===== config.mk =====
export PLATFORM = sky130hd
export DESIGN_NAME = fir_input_ctrl_flat
export DESIGN_NICKNAME = d
export VERILOG_FILES = /design/src/rtl/fir_pkg.sv /design/src/rtl/fir_input_ctrl_if.sv /design/src/rtl/fir_input_ctrl_sync.sv /design/src/rtl/fir_input_ctrl.sv /design/src/flat_wrapper.sv
export SDC_FILE = /design/constraint.sdc
export NUM_CORES = 1
export LEC_CHECK = 0
export CAP_MARGIN = 10
export CORE_UTILIZATION = 50
export DETAILED_ROUTE_END_ITERATION = 12
export PLACE_DENSITY_LB_ADDON = 0.25
export SLEW_MARGIN = 0
export SYNTH_ARGS = -nofsm -noshare
export SYNTH_HDL_FRONTEND = slang
export SYNTH_SLANG_ARGS = --single-unit
export TNS_END_PERCENT = 50

===== constraint.sdc =====
create_clock -name clk -period 2.7 [get_ports clk]
set_input_delay 0.27 -clock clk [delete_from_list [all_inputs] [get_ports clk]]
set_output_delay 0.27 -clock clk [all_outputs]
set_load 0.05 [all_outputs]

===== src/rtl/fir_pkg.sv =====
// Shared definitions for the FIR front end and core: default widths and the
// input controller's state encoding.
package fir_pkg;

  localparam int DEFAULT_DATA_W      = 8;
  localparam int DEFAULT_NUM_TAPS    = 4;
  localparam int DEFAULT_SYNC_STAGES = 2;

  typedef enum logic [1:0] {
    STREAM    = 2'd0,
    LOAD      = 2'd1,
    LOAD_DONE = 2'd2
  } ctrl_state_e;

endpackage


===== src/rtl/fir_input_ctrl_if.sv =====
// Pin-side and core-side signals of the FIR input controller.
// master = the pin/core environment, slave = the controller.
interface fir_input_ctrl_if #(
  parameter int DATA_W = 8,
  parameter int ADDR_W = 2
);

  logic [DATA_W-1:0] x_in;
  logic              tvalid_in;
  logic              set_coeffs_in;

  logic [DATA_W-1:0] sample_out;
  logic              sample_valid;
  logic              coeff_wr_en;
  logic [ADDR_W-1:0] coeff_wr_addr;
  logic [DATA_W-1:0] coeff_wr_data;
  logic              loading;
  logic              coeffs_loaded;

  modport master (
    output x_in, tvalid_in, set_coeffs_in,
    input  sample_out, sample_valid, coeff_wr_en, coeff_wr_addr,
           coeff_wr_data, loading, coeffs_loaded
  );

  modport slave (
    input  x_in, tvalid_in, set_coeffs_in,
    output sample_out, sample_valid, coeff_wr_en, coeff_wr_addr,
           coeff_wr_data, loading, coeffs_loaded
  );

endinterface


===== src/rtl/fir_input_ctrl_sync.sv =====
// Multi-flop synchroniser for one asynchronous pin plus rise/fall detection.
// level appears SYNC_STAGES edges after the pin is first sampled; rise/fall last one cycle.
module sync_edge_det #(
  parameter int SYNC_STAGES = 2
) (
  input  logic clk,
  input  logic reset,
  input  logic async_in,
  output logic level,
  output logic rise,
  output logic fall
);

  logic [SYNC_STAGES-1:0] sync_q;
  logic                   level_prev_q;

  always_ff @(posedge clk or posedge reset) begin
    if (reset) begin
      sync_q       <= '0;
      level_prev_q <= 1'b0;
    end else begin
      sync_q       <= {sync_q[SYNC_STAGES-2:0], async_in};
      level_prev_q <= sync_q[SYNC_STAGES-1];
    end
  end

  assign level = sync_q[SYNC_STAGES-1];
  assign rise  = level & ~level_prev_q;
  assign fall  = ~level & level_prev_q;

endmodule


===== src/rtl/fir_input_ctrl.sv =====
// FIR input controller: turns raw async pin strobes into single-cycle sample
// or coefficient-write strobes and tracks coefficient-load sessions.
module fir_input_ctrl
  import fir_pkg::*;
#(
  parameter int NUM_TAPS    = DEFAULT_NUM_TAPS,
  parameter int DATA_W      = DEFAULT_DATA_W,
  parameter int SYNC_STAGES = DEFAULT_SYNC_STAGES,
  parameter int ADDR_W      = $clog2(NUM_TAPS)
) (
  input logic              clk,
  input logic              reset,
  fir_input_ctrl_if.slave  pins
);

  localparam logic [ADDR_W-1:0] LAST_ADDR = ADDR_W'(NUM_TAPS - 1);

  logic v_rise, v_fall_unused, v_level_unused;
  logic c_rise, c_fall, c_level_unused;

  sync_edge_det #(.SYNC_STAGES(SYNC_STAGES)) u_sync_tvalid (
    .clk      (clk),
    .reset    (reset),
    .async_in (pins.tvalid_in),
    .level    (v_level_unused),
    .rise     (v_rise),
    .fall     (v_fall_unused)
  );

  sync_edge_det #(.SYNC_STAGES(SYNC_STAGES)) u_sync_coeffs (
    .clk      (clk),
    .reset    (reset),
    .async_in (pins.set_coeffs_in),
    .level    (c_level_unused),
    .rise     (c_rise),
    .fall     (c_fall)
  );

  ctrl_state_e       state_q;
  logic [ADDR_W-1:0] addr_q;
  logic [DATA_W-1:0] sample_q;
  logic              sample_valid_q;
  logic              coeff_wr_en_q;
  logic [ADDR_W-1:0] coeff_wr_addr_q;
  logic [DATA_W-1:0] coeff_wr_data_q;
  logic              loading_q;
  logic              coeffs_loaded_q;

  // Mode edges take priority over a coincident word strobe, which is dropped.
  always_ff @(posedge clk or posedge reset) begin
    if (reset) begin
      state_q         <= STREAM;
      addr_q          <= '0;
      sample_q        <= '0;
      sample_valid_q  <= 1'b0;
      coeff_wr_en_q   <= 1'b0;
      coeff_wr_addr_q <= '0;
      coeff_wr_data_q <= '0;
      loading_q       <= 1'b0;
      coeffs_loaded_q <= 1'b0;
    end else begin
      sample_valid_q <= 1'b0;
      coeff_wr_en_q  <= 1'b0;
      case (state_q)
        STREAM: begin
          if (c_rise) begin
            state_q         <= LOAD;
            addr_q          <= '0;
            coeffs_loaded_q <= 1'b0;
            loading_q       <= 1'b1;
          end else if (v_rise) begin
            sample_q       <= pins.x_in;
            sample_valid_q <= 1'b1;
          end
        end
        LOAD: begin
          if (c_fall) begin
            state_q   <= STREAM;
            addr_q    <= '0;
            loading_q <= 1'b0;
          end else if (v_rise) begin
            coeff_wr_en_q   <= 1'b1;
            coeff_wr_data_q <= pins.x_in;
            coeff_wr_addr_q <= addr_q;
            if (addr_q == LAST_ADDR) begin
              state_q         <= LOAD_DONE;
              coeffs_loaded_q <= 1'b1;
            end else begin
              addr_q <= addr_q + 1'b1;
            end
          end
        end
        LOAD_DONE: begin
          if (c_fall) begin
            state_q   <= STREAM;
            addr_q    <= '0;
            loading_q <= 1'b0;
          end
        end
        default: begin
          state_q   <= STREAM;
          addr_q    <= '0;
          loading_q <= 1'b0;
        end
      endcase
    end
  end

  assign pins.sample_out    = sample_q;
  assign pins.sample_valid  = sample_valid_q;
  assign pins.coeff_wr_en   = coeff_wr_en_q;
  assign pins.coeff_wr_addr = coeff_wr_addr_q;
  assign pins.coeff_wr_data = coeff_wr_data_q;
  assign pins.loading       = loading_q;
  assign pins.coeffs_loaded = coeffs_loaded_q;

endmodule


===== src/flat_wrapper.sv =====
// flat-port wrapper written by rule: the top's interface ports become plain ports
module fir_input_ctrl_flat import fir_pkg::*;
#(
  parameter int NUM_TAPS    = DEFAULT_NUM_TAPS,
  parameter int DATA_W      = DEFAULT_DATA_W,
  parameter int SYNC_STAGES = DEFAULT_SYNC_STAGES,
  parameter int ADDR_W      = $clog2(NUM_TAPS)
)
  (clk, reset, pins_x_in, pins_tvalid_in, pins_set_coeffs_in, pins_sample_out, pins_sample_valid, pins_coeff_wr_en, pins_coeff_wr_addr, pins_coeff_wr_data, pins_loading, pins_coeffs_loaded);
  fir_input_ctrl_if #(.DATA_W(DATA_W), .ADDR_W(ADDR_W)) pins_i ();
  input logic clk;
  input logic reset;
  input wire logic [$bits(pins_i.x_in)-1:0] pins_x_in;
  input wire logic [$bits(pins_i.tvalid_in)-1:0] pins_tvalid_in;
  input wire logic [$bits(pins_i.set_coeffs_in)-1:0] pins_set_coeffs_in;
  output wire logic [$bits(pins_i.sample_out)-1:0] pins_sample_out;
  output wire logic [$bits(pins_i.sample_valid)-1:0] pins_sample_valid;
  output wire logic [$bits(pins_i.coeff_wr_en)-1:0] pins_coeff_wr_en;
  output wire logic [$bits(pins_i.coeff_wr_addr)-1:0] pins_coeff_wr_addr;
  output wire logic [$bits(pins_i.coeff_wr_data)-1:0] pins_coeff_wr_data;
  output wire logic [$bits(pins_i.loading)-1:0] pins_loading;
  output wire logic [$bits(pins_i.coeffs_loaded)-1:0] pins_coeffs_loaded;
  assign pins_i.x_in = pins_x_in;
  assign pins_i.tvalid_in = pins_tvalid_in;
  assign pins_i.set_coeffs_in = pins_set_coeffs_in;
  assign pins_sample_out = pins_i.sample_out;
  assign pins_sample_valid = pins_i.sample_valid;
  assign pins_coeff_wr_en = pins_i.coeff_wr_en;
  assign pins_coeff_wr_addr = pins_i.coeff_wr_addr;
  assign pins_coeff_wr_data = pins_i.coeff_wr_data;
  assign pins_loading = pins_i.loading;
  assign pins_coeffs_loaded = pins_i.coeffs_loaded;
  fir_input_ctrl #(.NUM_TAPS(NUM_TAPS), .DATA_W(DATA_W), .SYNC_STAGES(SYNC_STAGES), .ADDR_W(ADDR_W)) u_core (.clk(clk), .reset(reset), .pins(pins_i));
endmodule

==> out/results.ini, run 1 <==
[power]
p_leak_nw=0.862
power_density_nw_per_um2=1300
power.total_w=0.00237
ir_drop_mv=1.08

[clock_network]
hold_buffers=0
root_buffer=clkbuf_4
cts_resized=0
cts-buffers-inserted=5
clock_latency_ps=330
clockBufferDepth=2
cts_tree=built
postCtsSetupBuffers=0
htree_num_levels=2
clk_pin_slew_ps=110
clkSinkCount=32

[timing]
drv_slew=0
period_share=0.663
rsz0062_at_grt=false
tns_ps=0
period_minus_slack_ps=1790
finalHoldViolCount=0
tightest_slew_ps=512
fmax_ghz=0.558
fin_skew_ps=16.8
slew_headroom=0.658
setup_violations=0

[worst_setup_path]
crit_cells=1
cp_top_family=buffers and inverters
critical_path_required_ps=2430
slowest_stage=clkdlybuf4s50_1
crit_path_max_fanout=2
cp_slowest_stage_delay_ps=820
cp-start-kind=flip-flop
path_cells=clkdlybuf4s50_1
path_class=flip-flop to primary output
path_buf_inv=1
reg2reg_depth=4
worst_setup_path_end_kind=primary output
worstPathArrival_ps=1520

[logic_synthesis]
synth-simple-area-share=0.0773
synth_top_family_by_area=multiplexers
synthCells=89
synth.area.top_cells=dfrtp_1 (59%), mux2_2 (9.1%), mux2_4 (8.8%)
synthArstFlopShare=1.00
yosys_warnings=0
synth_seq_cells=32
synth.area.mux_share=0.187
ys.flop_type=dfrtp_1
synth_edf_count=0
syn_avg_cell_area_sq_um=15.3
synth_common_cells=dfrtp_1 (32), mux2_2 (11), mux2_4 (8)
syn_area_sq_um=1360
yosysMostFrequentCell=dfrtp_1
synth_cell_types=27
synth_top_area_cell=dfrtp_1
syn-num-nets=107
yosys.area_share.xor_xnor=0
synth_compound_area_frac=0.0699
synth_top_area_frac=0.589
synthAdderAreaFrac=0.0552
synth_seq_area_share=0.589

[global_route]
grt_pass1_wl_mm=3.71
first_global_vias=815
grt.overflow.total=0
antenna_found_initial=0
grtUsageTotal=0.189
grt_max_degree=33

[die]
die_w_um=54.2
die-area_sq_um=2930
ioPinCount=34
rows=18
dieHeight_um=54.2
start_util=0.539
core_sq_um=2520

[detailed_routing]
wl_per_cell_um=14.1
drcViolationCount=0
vias=830
firstDrtPassIters=3
totalWireLength_mm=2.25
drtAntennaViolNets=0
first_iter_violations=6
via_per_inst=5.19

[status]
status=finished, final reports clean

[placement]
dpl_cell_area_sq_um=1720
io_buffers=33
place_congestion=0.831
dp.cells=152
dp.final_hpwl_mm=1.65

[worst_hold_path]
worst_hold_path_type=input pin to async pin

[cells_and_area]
final_util=0.721
drive_above_1_share=0.285
nets=147
num_antenna_cells=0
design_area_sq_um=1820
syn_to_final_growth_pct=33.8
layout.cells.non_filler=160
regArea_sq_um=801
fillers=171
multi_input_area_sq_um=529

[run]
cap_violations=0

==> worst paths after layout <==
path | endpoint | start | slack, ps
max | pins_coeff_wr_data[5] | u_core.pins.coeff_wr_data[5] | 910
min | u_core.pins.coeff_wr_data[6] | reset | 310
max reg2reg | u_core.pins.coeff_wr_addr[0] | u_core.state_q[1] | 1000
min reg2reg | u_core.u_sync_coeffs.sync_q[1] | u_core.u_sync_coeffs.sync_q[0] | 350
max in group asynchronous | u_core.state_q[0] | reset | 2090
min in group clk | u_core.u_sync_coeffs.sync_q[1] | u_core.u_sync_coeffs.sync_q[0] | 350
==> cell families (layout without fill, tap and decap cells) <==
group | Yosys count | in the layout
AO/OA/AOI/OAI | 10 | 10
adder cells (fa/ha/maj) | 6 | 6
multiplexers | 20 | 20
buffers and inverters | 6 | 47
flip-flops | 32 | 32
AND/OR/NAND/NOR | 15 | 15
==> layout by cell type, fill, tap and decap left out <==
cell type,instances
o2111a_1,1
nand2b_2,1
inv_1,5
o21ai_1,1
nor2_1,1
a22oi_4,1
mux2_4,8
o21ai_2,1
nand3_1,1
clkdlybuf4s50_1,33
mux2i_1,1
nor3_1,1
nand2b_4,1
nand2_1,4
clkbuf_8,2
o22a_1,1
bufinv_16,1
a22o_1,2
ha_1,6
and2_1,1
clkbuf_4,5
o21ai_0,1
nand3_2,2
nor3b_2,1
mux2_2,11
nor2b_1,1
dfrtp_1,32
buf_4,1
and2b_2,1
a21bo_2,1
o211ai_1,1
==> per-stage QoR <==
stage	hold WS, ps	worst slack, ps
3_5_place_dp	338	1000
3_3_place_gp	337	1040
6_report	305	909
5_1_grt	360	848
2_1_floorplan	301	1290
4_1_cts	316	891
==> layer usage <==
layer  track usage  wire [um]  up-vias
li1              -          -      393
met1         0.241        992      404
met2         0.268       1090       26
met3        0.0734        125        7
met4         0.111         48        0
met5             0          0        -
==> state kept, by name, summed over array words and instances (netlist names) <==
| signal | flops |
|---|---|
| u_core.pins.coeff_wr_addr | 2 |
| u_core.pins.loading | 1 |
| u_core.pins.sample_out | 8 |
| u_core.u_sync_tvalid.level_prev_q | 1 |
| u_core.u_sync_coeffs.sync_q | 2 |
| u_core.pins.coeffs_loaded | 1 |
| u_core.state_q | 2 |
| u_core.pins.coeff_wr_data | 8 |
| u_core.pins.sample_valid | 1 |
| u_core.addr_q | 2 |
| u_core.u_sync_tvalid.sync_q | 2 |
| u_core.pins.coeff_wr_en | 1 |
| u_core.u_sync_coeffs.level_prev_q | 1 |
==> where the power goes <==
| group | internal (W) | switching, W | total (W) |
|---|---|---|---|
| sequential | 0.000642 | 0.0000940 | 0.000736 |
| clock | 0.000246 | 0.000157 | 0.000402 |
| combinational | 0.000488 | 0.000747 | 0.00123 |
| total | 0.00138 | 0.000997 | 0.00237 |
==> area by class of cell <==
cell class / instances / area share
inverter: 5 / 0.0103
tap: 30 / 0.0206
timing repair buffer: 34 / 0.186
clock buffer: 7 / 0.0358
multi-input combinational: 51 / 0.291
clock inverter: 1 / 0.0165
sequential: 32 / 0.440
No activity file was read; power rests on OpenSTA's default activity.
==> run 2, diff against run 1 <==
--- a/config.mk
+++ b/config.mk
@@ -6,7 +6,7 @@
 export NUM_CORES = 1
 export LEC_CHECK = 0
 export CAP_MARGIN = 10
-export CORE_UTILIZATION = 50
+export CORE_UTILIZATION = 43
 export DETAILED_ROUTE_END_ITERATION = 12
 export PLACE_DENSITY_LB_ADDON = 0.25
 export SLEW_MARGIN = 0
==> constraint.sdc (replaced) <==
create_clock -name clk -period 1.61 [get_ports clk]
set_input_delay 0.161 -clock clk [delete_from_list [all_inputs] [get_ports clk]]
set_output_delay 0.161 -clock clk [all_outputs]
set_load 0.05 [all_outputs]
==> run 2 against run 1 <==
- clock skew is 11 ps lower
- largest cell class unchanged
- clock-buffer cell count is 2 lower
- final cell count is 11% higher
- critical path type is now flip-flop to flip-flop
- critical endpoint is now u_core.state_q[0]
==> out/results.ini, run 2 (synthesis gave the netlist of run 1 again) <==
[worst_setup_path]
worst_setup_path_end_kind=flip-flop  ; was primary output
path_class=flip-flop to flip-flop  ; was flip-flop to primary output
worstPathArrival_ps=1730  ; was 1520 ps
cp-endpoint=u_core.state_q[0]  ; was pins_coeff_wr_data[5]
cp-start-kind=flip-flop  ; unchanged
reg2reg_depth=5  ; was 4
r2r-end=u_core.state_q[0]  ; was u_core.pins.coeff_wr_addr[0]
crit_start=u_core.state_q[1]  ; was u_core.pins.coeff_wr_data[5]
reg2reg_setup_slack_ps=100  ; was 1000 ps
r2r_start=u_core.state_q[1]  ; unchanged
critical_path_required_ps=1830  ; was 2430 ps
crit_path_max_fanout=5  ; was 2

[detailed_routing]
route.met2.wl_mm=1.11  ; was 1.09 mm
totalWireLength_mm=2.24  ; was 2.25 mm
wl_met3_um=122  ; was 125 um
firstDrtPassIters=4  ; was 3
wl_met1_um=979  ; was 992 um
first_iter_violations=19  ; was 6
drcViolationCount=0  ; unchanged
vias=839  ; was 830
drtAntennaViolNets=0  ; unchanged
top_layer_used=met4  ; unchanged
wl_per_cell_um=12.7  ; was 14.1 um
via_per_inst=4.74  ; was 5.19

[die]
die-area_sq_um=3390  ; was 2930 sq um
start_util=0.449  ; was 0.539
die_w_um=58.2  ; was 54.2 um
rows=20  ; was 18
ioPinCount=34  ; unchanged
dieHeight_um=58.2  ; was 54.2 um
core_sq_um=3030  ; was 2520 sq um

[global_route]
first_global_vias=836  ; was 815
grt.overflow.total=0  ; unchanged
antenna_found_initial=0  ; unchanged
grt_max_degree=18  ; was 33
grtUsageTotal=0.159  ; was 0.189
grt_pass1_wl_mm=3.86  ; was 3.71 mm

[timing]
finalHoldViolCount=0  ; unchanged
period_minus_slack_ps=1510
setup_violations=0  ; unchanged
slew_headroom=0.681  ; was 0.658
tightest_slew_ps=481  ; was 512 ps
whs_ps=144  ; was 305 ps
tns_ps=0  ; unchanged
drv_slew=0  ; unchanged
fin_skew_ps=5.29  ; was 16.8 ps
period_share=0.940
rsz0062_at_grt=false  ; unchanged
fmax_ghz=0.661

[status]
status=finished, final reports clean  ; unchanged

[cells_and_area]
mostFrequentLayoutCells=dfrtp_1 (32), buf_4 (25), mux2_2 (11), clkdlybuf4s50_1 (11), mux2_4 (8)  ; was clkdlybuf4s50_1 (33), dfrtp_1 (32), mux2_2 (11)
drive_above_1_share=0.466  ; was 0.285
nets=150  ; was 147
fillers=259  ; was 171
num_antenna_cells=0  ; unchanged
syn_to_final_growth_pct=32.4  ; was 33.8%
final_common_cell=dfrtp_1  ; was clkdlybuf4s50_1

[clock_network]
clockBufferDepth=2  ; unchanged
postCtsSetupBuffers=0  ; unchanged
hold_buffers=0  ; unchanged
clk_pin_slew_ps=100  ; was 110 ps
clkSinkCount=32  ; unchanged
htree_num_levels=2  ; unchanged
root_buffer=clkbuf_4  ; unchanged
clock_latency_ps=320  ; was 330 ps
cts-buffers-inserted=5  ; unchanged
cts_tree=built  ; unchanged

[placement]
io_buffers=33  ; unchanged
place_congestion=0.807  ; was 0.831
dp.final_hpwl_mm=1.67  ; was 1.65 mm

[power]
p_leak_nw=0.893  ; was 0.862 nW
ir_drop_mv=1.19  ; was 1.08 mV
power_density_nw_per_um2=2130  ; was 1300 nW/um^2

[worst_hold_path]
worst_hold_path_type=input pin to async pin  ; unchanged

[run]
cap_violations=0  ; unchanged

==> run 2: worst min path at each step <==
stage	slack, ps	from	end	depth (start not counted)
CTS	130	reset	u_core.pins.sample_out[2]	3
floorplan	190	pins_set_coeffs_in	u_core.u_sync_coeffs.sync_q[0]	0
global route	130	reset	u_core.pins.sample_out[2]	3
global placement	330	u_core.u_sync_coeffs.sync_q[0]	u_core.u_sync_coeffs.sync_q[1]	0
finish	140	reset	u_core.pins.sample_out[2]	3
detailed placement	340	u_core.u_sync_coeffs.sync_q[0]	u_core.u_sync_coeffs.sync_q[1]	0
==> run 2: layout make-up <==
class | instances | area [sq um] | share of cell area
Clock buffer | 5 | 37.5 | 0.0208
Sequential cell | 32 | 801 | 0.445
Clock inverter | 3 | 42.5 | 0.0236
Inverter | 5 | 18.8 | 0.0104
Tap cell | 44 | 55.1 | 0.0306
Timing Repair Buffer | 37 | 307 | 0.170
Multi-Input combinational cell | 51 | 539 | 0.300
==> run 2: layer usage <==
layer	track usage	vias to the layer above
met5	0	-
met4	0.0884	0
met2	0.245	25
met3	0.0625	4
met1	0.191	413
li1	-	397
==> run 2: through the flow <==
step	instances	total power, W	cell area (sq um)	utilization	setup slack, ps
6_report	177	0.00383	1800	0.595	96.8
2_1_floorplan	89	0.00270	1360	-	198
3_3_place_gp	169	0.00321	1710	0.565	122
3_5_place_dp	169	0.00325	1710	0.565	36.5
4_1_cts	177	0.00386	1790	0.591	24.7
5_1_grt	177	0.00402	1800	0.595	26.3
==> run 2: repair_timing <==
item / in CTS / in global routing
gates resized for setup: 1 / 2
gates cloned: 0 / 0
setup endpoints to repair: 1 / 9
==> run 2: critical path, cell delays in order, from the launching register on <==
cell and delay [ps]:
dfrtp_1 390, inv_1 130, ha_1 240, nand2_1 110
o21ai_2 210, mux2_4 330
==> run 2: power by group <==
group          total [W]  switching [W]  internal (W)
registers        0.00123       0.000158       0.00108
logic            0.00200        0.00126      0.000745
clock network   0.000592       0.000268      0.000324
==> run 3, diff against run 2 <==
--- a/config.mk
+++ b/config.mk
@@ -6,6 +6,7 @@
 export NUM_CORES = 1
 export LEC_CHECK = 0
 export CAP_MARGIN = 10
+export CORE_MARGIN = 8
 export CORE_UTILIZATION = 43
 export DETAILED_ROUTE_END_ITERATION = 12
 export PLACE_DENSITY_LB_ADDON = 0.25
==> run 3 against run 2 <==
- clock-buffer cell count grew 2
- critical endpoint unchanged
- combinational power about the same
- first-iteration DRC count is 47% higher
- die area is 54% higher
- sequential share of layout area is 0.40 points lower
- sequential cell count unchanged
- register-to-register slack improved by 20 ps
- critical path depth did not move
- clock power grew 15%
- via count down 1.5%
- maximum frequency is 1.3% higher
- global-route usage is 5.1 points lower
==> out/results.ini, run 3 (synthesis gave the netlist of run 1 again) <==
[cells_and_area]
final_common_cell=dfrtp_1  ; unchanged
fillers=242  ; was 259
mostFrequentLayoutCells=dfrtp_1 (32), buf_4 (26), mux2_2 (11), clkdlybuf4s50_1 (11), mux2_4 (8)  ; was dfrtp_1 (32), buf_4 (25), mux2_2 (11), clkdlybuf4s50_1 (11), mux2_4 (8)
nets=150  ; unchanged
layout.cells.non_filler=177  ; unchanged
num_antenna_cells=0  ; unchanged
syn_to_final_growth_pct=33.6  ; was 32.4%
drive_above_1_share=0.481  ; was 0.466

[worst_setup_path]
crit_path_max_fanout=5  ; unchanged
path_class=flip-flop to flip-flop  ; unchanged
worstPathArrival_ps=1720  ; was 1730 ps
cp-start-kind=flip-flop  ; unchanged
r2r-end=u_core.state_q[0]  ; unchanged
reg2reg_setup_slack_ps=120  ; was 100 ps
critical_path_required_ps=1840  ; was 1830 ps
worst_setup_path_end_kind=flip-flop  ; unchanged
reg2reg_depth=5  ; unchanged
r2r_start=u_core.state_q[1]  ; unchanged

[power]
pwr-share-comb=0.512  ; was 0.523
p_seq_frac=0.315  ; was 0.323
swShare=0.429  ; was 0.439
power_density_nw_per_um2=2160  ; was 2130 nW/um^2
ir_drop_mv=1.46  ; was 1.19 mV
p_leak_nw=0.899  ; was 0.893 nW
p_clk_frac=0.173  ; was 0.155
switchingPower_w=0.00169  ; was 0.00168 W
p_int_w=0.00224  ; was 0.00214 W

[clock_network]
htree_num_levels=2  ; unchanged
root_buffer=clkbuf_4  ; unchanged
postCtsSetupBuffers=0  ; unchanged
cts-buffers-inserted=5  ; unchanged
clk_pin_slew_ps=100  ; about the same
clock_latency_ps=340  ; was 320 ps
clkSinkCount=32  ; unchanged
hold_buffers=0  ; unchanged
cts_tree=built  ; unchanged
clockBufferDepth=2  ; unchanged
cts_resized=0  ; was 1

[die]
core_sq_um=3030  ; unchanged
ioPinCount=34  ; unchanged
start_util=0.449  ; unchanged
dieHeight_um=72.2  ; was 58.2 um
die-area_sq_um=5220  ; was 3390 sq um
die_w_um=72.2  ; was 58.2 um
rows=20  ; unchanged

[detailed_routing]
drcViolationCount=0  ; unchanged
via_per_inst=4.67  ; was 4.74
vias=826  ; was 839
wl_per_cell_um=13.9  ; was 12.7 um
firstDrtPassIters=4  ; unchanged
first_iter_violations=28  ; was 19
totalWireLength_mm=2.46  ; was 2.24 mm
drtAntennaViolNets=0  ; unchanged

[global_route]
first_global_vias=949  ; was 836
grt.overflow.total=0  ; unchanged
grtUsageTotal=0.108  ; was 0.159
antenna_found_initial=0  ; unchanged
grt_max_degree=33  ; was 18
grt_pass1_wl_mm=4.26  ; was 3.86 mm

[timing]
period_minus_slack_ps=1490  ; was 1510 ps
tightest_slew_ps=390  ; was 481 ps
slew_headroom=0.740  ; was 0.681
period_share=0.927  ; was 0.940
setup_violations=0  ; unchanged
fin_skew_ps=7.15  ; was 5.29 ps
finalHoldViolCount=0  ; unchanged
fmax_ghz=0.670  ; was 0.661 GHz
rsz0062_at_grt=false  ; unchanged
drv_slew=0  ; unchanged
tns_ps=0  ; unchanged

[placement]
place_congestion=0.775  ; was 0.807
dp.cells=169  ; unchanged
io_buffers=33  ; unchanged
dp.final_hpwl_mm=1.84  ; was 1.67 mm

[worst_hold_path]
worst_hold_path_type=input pin to async pin  ; unchanged

[status]
status=finished, final reports clean  ; unchanged

[run]
cap_violations=0  ; unchanged

run 3: cell types whose count changed in the layout (fill, tap and decap cells not counted), sizes merged:
| cell | delta |
|---|---|
| buf | +1 |
| dlygate4sd2 | -1 |
| clkinv | -1 |
| clkbuf | +2 |
| clkinvlp | -1 |
run 3: worst max-delay path by stage:
| stage | startpoint | slack (ps) | end |
|---|---|---|---|
| finish | u_core.state_q[1] | 120 | u_core.state_q[0] |
| global route | u_core.state_q[1] | 20 | u_core.state_q[0] |
| CTS | u_core.state_q[1] | 20 | u_core.pins.sample_out[0] |
| detailed placement | u_core.state_q[1] | 40 | u_core.pins.sample_out[0] |
| global placement | u_core.state_q[0] | 130 | u_core.pins.sample_out[6] |
| floorplan | u_core.state_q[0] | 200 | u_core.state_q[0] |
run 3: power by group through the flow:
stage               registers, W  clock network [W]  logic (W)
finish                   0.00124           0.000679    0.00201
global placement         0.00124                  0    0.00200
global route             0.00127           0.000736    0.00213
detailed placement       0.00125                  0    0.00202
floorplan                0.00206                  0   0.000641
CTS                      0.00124           0.000710    0.00202
run 3: metal layers:
layer,track usage,up-vias,part of all wire
li1,-,398,-
met3,0.0482,7,0.074
met4,0.0816,0,0.029
met5,0,-,0
met1,0.113,397,0.42
met2,0.165,24,0.48
run 3: area by class of cell:
type                            count  area (sq um)  area share
Clock inverter                      1          30.0      0.0165
Inverter                            5          18.8      0.0103
Timing Repair Buffer               37           305       0.168
Tap cell                           44          55.1      0.0303
Multi-Input combinational cell     51           542       0.298
Sequential cell                    32           801       0.441
Clock buffer                        7          65.1      0.0358
run 3: through the flow:
step / hold WS, ps / utilization / worst slack [ps] / cell area (sq um) / power (W)
finish: 197 / 0.600 / 117 / 1820 / 0.00393
global route: 226 / 0.600 / 22.5 / 1820 / 0.00414
CTS: 206 / 0.596 / 22.5 / 1800 / 0.00397
detailed placement: 336 / 0.564 / 35.0 / 1710 / 0.00327
global placement: 334 / 0.564 / 127 / 1710 / 0.00324
floorplan: 192 / - / 198 / 1360 / 0.00270
run 3: worst max-delay path: stages, from the launching register on:
cell and delay, ps:
dfrtp_1 400, inv_1 150, ha_2 240, nand2_1 80
o21ai_2 210, mux2_4 320
